**src/rtl/pipe_ctrl_pkg.sv**
```systemverilog
// Shared types for the pipeline stall/flush sequencer.
// Sequencer states, register-zero constant and per-stage control bundle.
package pipe_ctrl_pkg;

    typedef enum logic [1:0] {
        RUN,
        MD_BUSY,
        MEM_WAIT
    } hz_state_t;

    localparam int REG_ZERO = 0;

    typedef struct packed {
        logic hold;
        logic flush;
    } stage_ctrl_t;

endpackage

```
**src/rtl/md_countdown.sv**
```systemverilog
// Mul/div occupancy countdown: load, decrement or freeze.
// o_done flags the final EX cycle of the operation (count of one).
module md_countdown #(
    parameter int W = 3
) (
    input  logic         clk,
    input  logic         reset,
    input  logic         i_load,
    input  logic [W-1:0] i_load_val,
    input  logic         i_dec,
    output logic [W-1:0] o_cnt,
    output logic         o_done
);

    logic [W-1:0] r_cnt;

    // Load has priority; without load or dec the count is frozen.
    always_ff @(posedge clk) begin
        if (reset) begin
            r_cnt <= '0;
        end else if (i_load) begin
            r_cnt <= i_load_val;
        end else if (i_dec) begin
            r_cnt <= r_cnt - W'(1);
        end
    end

    assign o_cnt  = r_cnt;
    assign o_done = (r_cnt == W'(1));

endmodule

```
**src/rtl/pipe_hazard_ctrl.sv**
```systemverilog
// Central stall/flush sequencer for the 5-stage pipeline.
// Handles load-use, taken branches, mul/div occupancy and memory waits.
module pipe_hazard_ctrl
    import pipe_ctrl_pkg::*;
#(
    parameter int REG_W      = 5,
    parameter int MD_LATENCY = 8,
    parameter int PERF_W     = 16
) (
    input  logic              clk,
    input  logic              reset,
    input  logic [REG_W-1:0]  i_id_rs,
    input  logic [REG_W-1:0]  i_id_rt,
    input  logic              i_id_uses_rt,
    input  logic [REG_W-1:0]  i_ex_rd,
    input  logic              i_ex_mem_read,
    input  logic              i_ex_branch_taken,
    input  logic              i_ex_md_start,
    input  logic              i_mem_req,
    input  logic              i_mem_ready,
    output logic              o_pc_hold,
    output logic              o_ifid_hold,
    output logic              o_ifid_flush,
    output logic              o_idex_hold,
    output logic              o_idex_flush,
    output logic              o_exmem_hold,
    output logic              o_exmem_flush,
    output logic              o_memwb_flush,
    output logic              o_md_busy,
    output logic [PERF_W-1:0] o_stall_count
);

    localparam int CNT_W = (MD_LATENCY > 2) ? $clog2(MD_LATENCY) : 1;
    localparam logic [CNT_W-1:0] MD_INIT = CNT_W'(MD_LATENCY - 1);

    hz_state_t         r_state;
    hz_state_t         r_ret_state;
    logic [PERF_W-1:0] r_stall_count;

    hz_state_t   w_next;
    stage_ctrl_t w_ifid;
    stage_ctrl_t w_idex;
    stage_ctrl_t w_exmem;
    logic        w_pc_hold;
    logic        w_memwb_flush;
    logic        w_md_busy;
    logic        w_cnt_load;
    logic        w_cnt_dec;
    logic        w_cnt_done;
    logic        w_ret_load;
    logic        w_mem_wait;
    logic        w_load_use;
    logic        w_md_occ;
    logic [CNT_W-1:0] w_md_cnt;

    md_countdown #(
        .W(CNT_W)
    ) u_md_cnt (
        .clk        (clk),
        .reset      (reset),
        .i_load     (w_cnt_load),
        .i_load_val (MD_INIT),
        .i_dec      (w_cnt_dec),
        .o_cnt      (w_md_cnt),
        .o_done     (w_cnt_done)
    );

    assign w_mem_wait = i_mem_req & ~i_mem_ready;
    assign w_load_use = i_ex_mem_read
                      & (i_ex_rd != REG_W'(REG_ZERO))
                      & ((i_ex_rd == i_id_rs)
                      | (i_id_uses_rt & (i_ex_rd == i_id_rt)));
    assign w_md_occ   = (r_state == MD_BUSY)
                      | ((r_state == MEM_WAIT) & (r_ret_state == MD_BUSY));

    // Same-cycle control decode from state and hazard inputs.
    always_comb begin
        w_next        = r_state;
        w_ifid        = '0;
        w_idex        = '0;
        w_exmem       = '0;
        w_pc_hold     = 1'b0;
        w_memwb_flush = 1'b0;
        w_md_busy     = 1'b0;
        w_cnt_load    = 1'b0;
        w_cnt_dec     = 1'b0;
        w_ret_load    = 1'b0;
        if (reset) begin
            w_ifid.flush  = 1'b1;
            w_idex.flush  = 1'b1;
            w_exmem.flush = 1'b1;
            w_memwb_flush = 1'b1;
            w_next        = RUN;
        end else if (w_mem_wait) begin
            w_pc_hold     = 1'b1;
            w_ifid.hold   = 1'b1;
            w_idex.hold   = 1'b1;
            w_exmem.hold  = 1'b1;
            w_memwb_flush = 1'b1;
            w_md_busy     = w_md_occ;
            w_next        = MEM_WAIT;
            w_ret_load    = (r_state != MEM_WAIT);
        end else begin
            unique case (r_state)
                RUN: begin
                    if (i_ex_branch_taken) begin
                        w_ifid.flush = 1'b1;
                        w_idex.flush = 1'b1;
                    end else if (i_ex_md_start) begin
                        w_pc_hold     = 1'b1;
                        w_ifid.hold   = 1'b1;
                        w_idex.hold   = 1'b1;
                        w_exmem.flush = 1'b1;
                        w_md_busy     = 1'b1;
                        w_cnt_load    = 1'b1;
                        w_next        = MD_BUSY;
                    end else if (w_load_use) begin
                        w_pc_hold    = 1'b1;
                        w_ifid.hold  = 1'b1;
                        w_idex.flush = 1'b1;
                    end
                end
                MD_BUSY: begin
                    w_cnt_dec = 1'b1;
                    if (w_cnt_done) begin
                        w_next = RUN;
                    end else begin
                        w_pc_hold     = 1'b1;
                        w_ifid.hold   = 1'b1;
                        w_idex.hold   = 1'b1;
                        w_exmem.flush = 1'b1;
                        w_md_busy     = 1'b1;
                    end
                end
                MEM_WAIT: begin
                    w_md_busy = (r_ret_state == MD_BUSY);
                    w_next    = r_ret_state;
                end
                default: begin
                    w_next = RUN;
                end
            endcase
        end
    end

    // State and return-state registers.
    always_ff @(posedge clk) begin
        if (reset) begin
            r_state     <= RUN;
            r_ret_state <= RUN;
        end else begin
            r_state <= w_next;
            if (w_ret_load) begin
                r_ret_state <= r_state;
            end
        end
    end

    // Saturating count of cycles in which the PC was held.
    always_ff @(posedge clk) begin
        if (reset) begin
            r_stall_count <= '0;
        end else if (w_pc_hold && (r_stall_count != '1)) begin
            r_stall_count <= r_stall_count + PERF_W'(1);
        end
    end

    assign o_pc_hold     = w_pc_hold;
    assign o_ifid_hold   = w_ifid.hold;
    assign o_ifid_flush  = w_ifid.flush;
    assign o_idex_hold   = w_idex.hold;
    assign o_idex_flush  = w_idex.flush;
    assign o_exmem_hold  = w_exmem.hold;
    assign o_exmem_flush = w_exmem.flush;
    assign o_memwb_flush = w_memwb_flush;
    assign o_md_busy     = w_md_busy;
    assign o_stall_count = r_stall_count;

endmodule
```
**config.mk**
```make
export PLATFORM = sky130hd
export DESIGN_NAME = pipe_hazard_ctrl
export DESIGN_NICKNAME = d
export VERILOG_FILES = /design/src/rtl/pipe_ctrl_pkg.sv /design/src/rtl/md_countdown.sv /design/src/rtl/pipe_hazard_ctrl.sv
export SDC_FILE = /design/constraint.sdc
export NUM_CORES = 1
export LEC_CHECK = 0
export ABC_AREA = 1
export CAP_MARGIN = 20
export CORE_MARGIN = 2
export CORE_UTILIZATION = 44
export CTS_CLUSTER_SIZE = 16
export DETAILED_ROUTE_END_ITERATION = 10
export PLACE_DENSITY = 0.73
export SLEW_MARGIN = 10
export SYNTH_ARGS = -nofsm -noshare
export SYNTH_HDL_FRONTEND = slang
export SYNTH_SLANG_ARGS = --single-unit
```
**constraint.sdc**
```tcl
create_clock -name clk -period 1.75 [get_ports clk]
set_clock_uncertainty 0.2 [all_clocks]
set_input_delay 0.35 -clock clk [delete_from_list [all_inputs] [get_ports clk]]
set_output_delay 0.35 -clock clk [all_outputs]
set_load 0.05 [all_outputs]
```
Yosys cells after proc, flatten, opt, wreduce, memory -nomap -nowiden
Cells that the tools add are included.

Input port bits: 23. Bits in writable memories: 0. Register bits: 23. Memory bits (read-only): 0. Memories kept: 0. Bits in latches: 0. Output and inout bits: 25. Word-level logic and storage cells: 80.

Shift-type cells: 0. Eq/ne operators: 14. Multiplexer cells: 44. Multiply operators: 0. Div/mod/pow operators: 0. Reduce and logical (&&, ||, !) cells: 7. Bitwise logic cells: 8. Add/sub/neg operators: 2. Order comparisons: 0.

Operators by type and width (count): two-way mux 1 bit (34); adder 16 x 1 -> 16 bit, second input constant (1); inequality test 16 bit, second input constant (1); equality test 5 bit (2); two-way mux 2 bit (4); two-way mux 3 bit (2); inequality test 2 bit, second input constant (3); inequality test 3 bit, second input constant (2); case mux 2 bit (3 select lines) (1); AND reduction 3 bit (2); AND 1 bit (5); nonzero test 5 bit (1); equality test 2 x 1 -> 1 bit, second input constant (2); case mux 1 bit (2 select lines) (2); equality test 3 x 1 -> 1 bit, second input constant (1); inequality test 3 x 2 -> 1 bit, second input constant (1); case mux 1 bit (3 select lines) (1); subtractor 3 x 1 -> 3 bit, second input constant (1); equality test 2 bit, second input constant (1); logical NOT 2 bit (1); inequality test 2 x 1 -> 1 bit, second input constant (1); OR 1 bit (2); nonzero test 2 bit (1); OR reduction 2 bit (1); 2 further kinds (2).

Logic depth before layout (Yosys ltp)
Depth after elaboration: 11. Gate-level depth with buffers: 13.

By module
Synthesis repeated with hierarchy kept, for this count alone.

Cells, all modules: 263. Area total of the unflattened synthesis: 1670.4 um^2.

By module, submodules not included: pipe_hazard_ctrl (area an instance 1476.4 um^2, cells an instance 232, times used 1); md_countdown (area an instance 193.9 um^2, cells an instance 31, times used 1).

Least setup slack after synthesis
Ideal clock, no wire load.

Path type: input to output. Start: input i_mem_req. End: output o_md_busy. Required time: 1.200 ns. Arrival time: 2.173 ns. Buffers on the path: 0. Slack: -0.973 ns. Stages: 4. Cells stage by stage: inv_1 > nor2_1 > inv_1 > a311oi_1.

Cells in the longest elaborated chain, start to end: 3.

Ends and longest elaborated chain: start, declared (RTL line pipe_hazard_ctrl.sv:19) `input logic i_mem_req,`; AND 1 bit (RTL line pipe_hazard_ctrl.sv:68) `assign w_mem_wait = i_mem_req & ~i_mem_ready;`; two-way mux 1 bit (RTL line pipe_hazard_ctrl.sv:94) `end else if (w_mem_wait) begin`; two-way mux 1 bit (RTL line pipe_hazard_ctrl.sv:88) `if (reset) begin`; end, declared (RTL line pipe_hazard_ctrl.sv:29) `output logic o_md_busy,`.

No other way between the ends.

Worst setup path after layout
Start: register r_state[1]. End: output o_md_busy.

Cells in the longest elaborated chain, start to end: 5. Elaborated cells on any way between the ends: 8.

Ends and longest elaborated chain: start, declared (RTL line pipe_hazard_ctrl.sv:36) `hz_state_t r_state;`; start signal, assigned (RTL line pipe_hazard_ctrl.sv:152) `r_state <= w_next;`; equality test 2 bit (RTL line pipe_hazard_ctrl.sv:74, pipe_hazard_ctrl.sv:104); AND 1 bit (RTL line pipe_hazard_ctrl.sv:74) `| ((r_state == MEM_WAIT) & (r_ret_state == MD_BUSY));`; OR 1 bit (RTL line pipe_hazard_ctrl.sv:74); two-way mux 1 bit * (RTL line pipe_hazard_ctrl.sv:94); two-way mux 1 bit * (RTL line pipe_hazard_ctrl.sv:88).

Every way passes the cells marked *; elsewhere a longest branch is shown, timed or not.

==> reports/results.ini <==
[drt]
drtIter0Drc = 213
ant_nets = 0
drt_wl_total_mm = 6.186
avgViaCountPerCell = 5.129
firstDrtPassIters = 4
vias = 2113
post_drt_wl_per_cell_um = 15.01
remaining_drc_errors = 0

[setup_path]
endpoint_kind = output pin
start_kind = register
cp_slowest_cell = dfxtp_2
critPathMaxStageDelay_ns = 0.35
path_class = reg2out
cp.arrival_ns = 1.62
worstPathRequired_ns = 1.20
crit_fanout = 3
rr_startpoint = u_md_cnt.o_cnt[1]
startpoint = r_state[1]
path_buf_inv = 4
crit_path_cell_trace = buf_6, nor2_4, nand2_2, inv_2, nor2_4, buf_6, a311oi_4, buf_12
cp_top_family = buffers and inverters

[logic_synthesis]
yosysTopAreaCellShare_pct = 25.59
yosysSeqAreaShare_pct = 25.59
syn_nets = 287
synthArstFlopShare_pct = 0
yosysMostFrequentCell = nand2_1
synthTopCellsByCount = 60 x nand2_1, 33 x inv_1, 26 x nand3_1, 26 x nor2_1, 23 x dfxtp_1
yosysWarnings = 0
synth-main-ff-cell = dfxtp_1
synth-seq-cells = 23
synth.distinct_cells = 34
synth_edf_count = 0
synthCells = 261
syn_area_sq_um = 1799
synth.largest_area_cell = dfxtp_1
yosys-top-cells-area = dfxtp_1 26%, nand2_1 13%, nand3_1 7.2%, inv_1 6.9%, nor2_1 5.4%
postSynthAreaPerCell_sq_um = 6.894

[timing]
setup_viol = 23
hold_viol = 0
rsz0062_at_grt = yes
worstMarginPinSlew_ns = 0.3249
drv_slew = 0
fmax_mhz = 460.1
period_share_pct = 124.2
worst_hold_slack_ns = 0.3061
max_slew_margin_pct = 78.17
period_minus_slack_ns = 2.173
final.setup.worst_slack_ns = -0.4233

[power_and_ir_drop]
leakagePower_nw = 1.475
vdd_drop_max_mv = 0.3309
power_density_nw_per_um2 = 453.0

[clock_network]
numCtsBuffers = 3
cts_hold_buf = 0
path_clk_slew_ns = 0.09
clock-sinks = 23
clkLatencyLatePin_ns = 0.27
clock_path_buffers = 2
cts-root-buf = clkbuf_8
htreeDepth = 1
cts_tree = built

[worst_hold_path]
hp-start = r_ret_state[0]
holdCritPathClass = reg2reg

[floorplan]
die-area_sq_um = 4617
start_util_pct = 45.31
rows = 23
pin_count = 48
die_y_um = 67.95
fp.dieW_um = 67.95
core-area_sq_um = 3971

[placed_design]
place_area_sq_um = 2895
dpl.hpwl_mm = 3.748
portBuffers = 47
place.gp.congestion = 0.8858

[global_route]
overflow = 0
grt_use_total_pct = 25.38
grt_pass1_wl_mm = 8.907
antenna_found_initial = 0
grt_max_degree = 17
grt_pass1_vias = 2038

[flow_run]
maxCapViolations = 0

[cells_and_area]
n_antenna_cell = 0
layout-drive-gt1-share_pct = 53.04
syn_to_final_growth_pct = 84.49
fin_nets = 389
fin_util_pct = 83.59
stdcell_area_sq_um = 3319

[status]
violations = setup timing
status = complete, but fails checks

## per-layer routing
metal	GRT usage (%)	wire length, um	part of all wire (%)	up-vias
met4	8.500	122	2.0	0
li1	-	-	-	1033
met1	28.90	2372	38	995
met3	4.276	290	4.7	11
met5	0	0	0	-
met2	47.33	3400	55	74
## area by class of cell
cell class	count	area [sq um]
Sequential cell	23	493.0
Tap cell	50	62.56
Timing Repair Buffer	103	1156
Multi-Input combinational cell	191	1408
Fill cell	242	651.9
Clock inverter	1	5.005
Inverter	41	153.9
Clock buffer	3	41.29
## through the flow
step,setup TNS (ns),worst slack (ns),cells,power [mW]
2_1_floorplan,-2.469,-0.2155,261,0.8414
3_3_place_gp,-13.28,-0.5620,392,1.023
3_5_place_dp,-14.18,-0.6042,392,1.035
4_1_cts,-4.307,-0.3955,403,1.441
5_1_grt,-7.000,-0.4618,412,1.557
6_report,-5.737,-0.4233,412,1.504
## sequential cells by signal, indices dropped and copies added (netlist names)
signal,cells
o_stall_count,16
u_md_cnt.o_cnt,3
r_ret_state,2
r_state,2
## tightest hold or removal path: stages (launching register included)
cell,delay (ns)
dfxtp_1,0.33
nand3_1,0.07
o21ai_0,0.07
## worst paths after layout
path	endpoint	slack, ns	cells after the start
worst max register to register	o_stall_count[13]	-0.23	14
worst min register to register	r_ret_state[0]	0.31	2
worst min-delay path	r_ret_state[0]	0.31	2
worst max-delay path	o_md_busy	-0.42	8
## layout by cell type, fill, tap and decap left out, types with 3 or more instances in the layout
| master | instances |
|---|---|
| nand2_2 | 12 |
| nand2_8 | 3 |
| xor2_1 | 8 |
| a21oi_1 | 4 |
| inv_2 | 15 |
| buf_8 | 3 |
| clkdlybuf4s15_1 | 4 |
| nand2_4 | 11 |
| clkbuf_8 | 3 |
| dlygate4sd2_1 | 14 |
| nand3_1 | 15 |
| o21ai_4 | 3 |
| buf_12 | 24 |
| buf_6 | 8 |
| nor2_1 | 18 |
| dfxtp_4 | 5 |
| nand2_1 | 46 |
| nand3_2 | 12 |
| dfxtp_2 | 11 |
| nand4_1 | 5 |
| nor2_4 | 7 |
| nor3_1 | 4 |
| o21ai_0 | 3 |
| a21oi_2 | 16 |
| dfxtp_1 | 7 |
| xnor2_1 | 7 |
| inv_1 | 26 |
| nand3b_1 | 3 |
| buf_4 | 46 |
## power breakdown
group	leakage [nW]	internal [mW]	switching (mW)
combinational	1.25	0.277	0.327
clock	0.0255	0.159	0.192
sequential	0.195	0.535	0.0136
## cells by family after synthesis
kind of cell | after synthesis | synth area share (%)
buffers and inverters | 48 | 14.12
xor gates and xnor gates | 15 | 7.302
muxes | 1 | 0.5564
DFF | 23 | 25.59
adders and majority gates | 3 | 2.086
AOI/OAI and AO/OA | 30 | 11.54
and+or+nand+nor | 141 | 38.80
## repair_timing
action / CTS / global route
setup buffers: 6 / 10
setup endpoints to repair: 28 / 28
cloned: 1 / 0
resized for setup: 66 / 42
pin swaps: 18 / 10
Note: power is estimated with default switching activity, not from simulation.
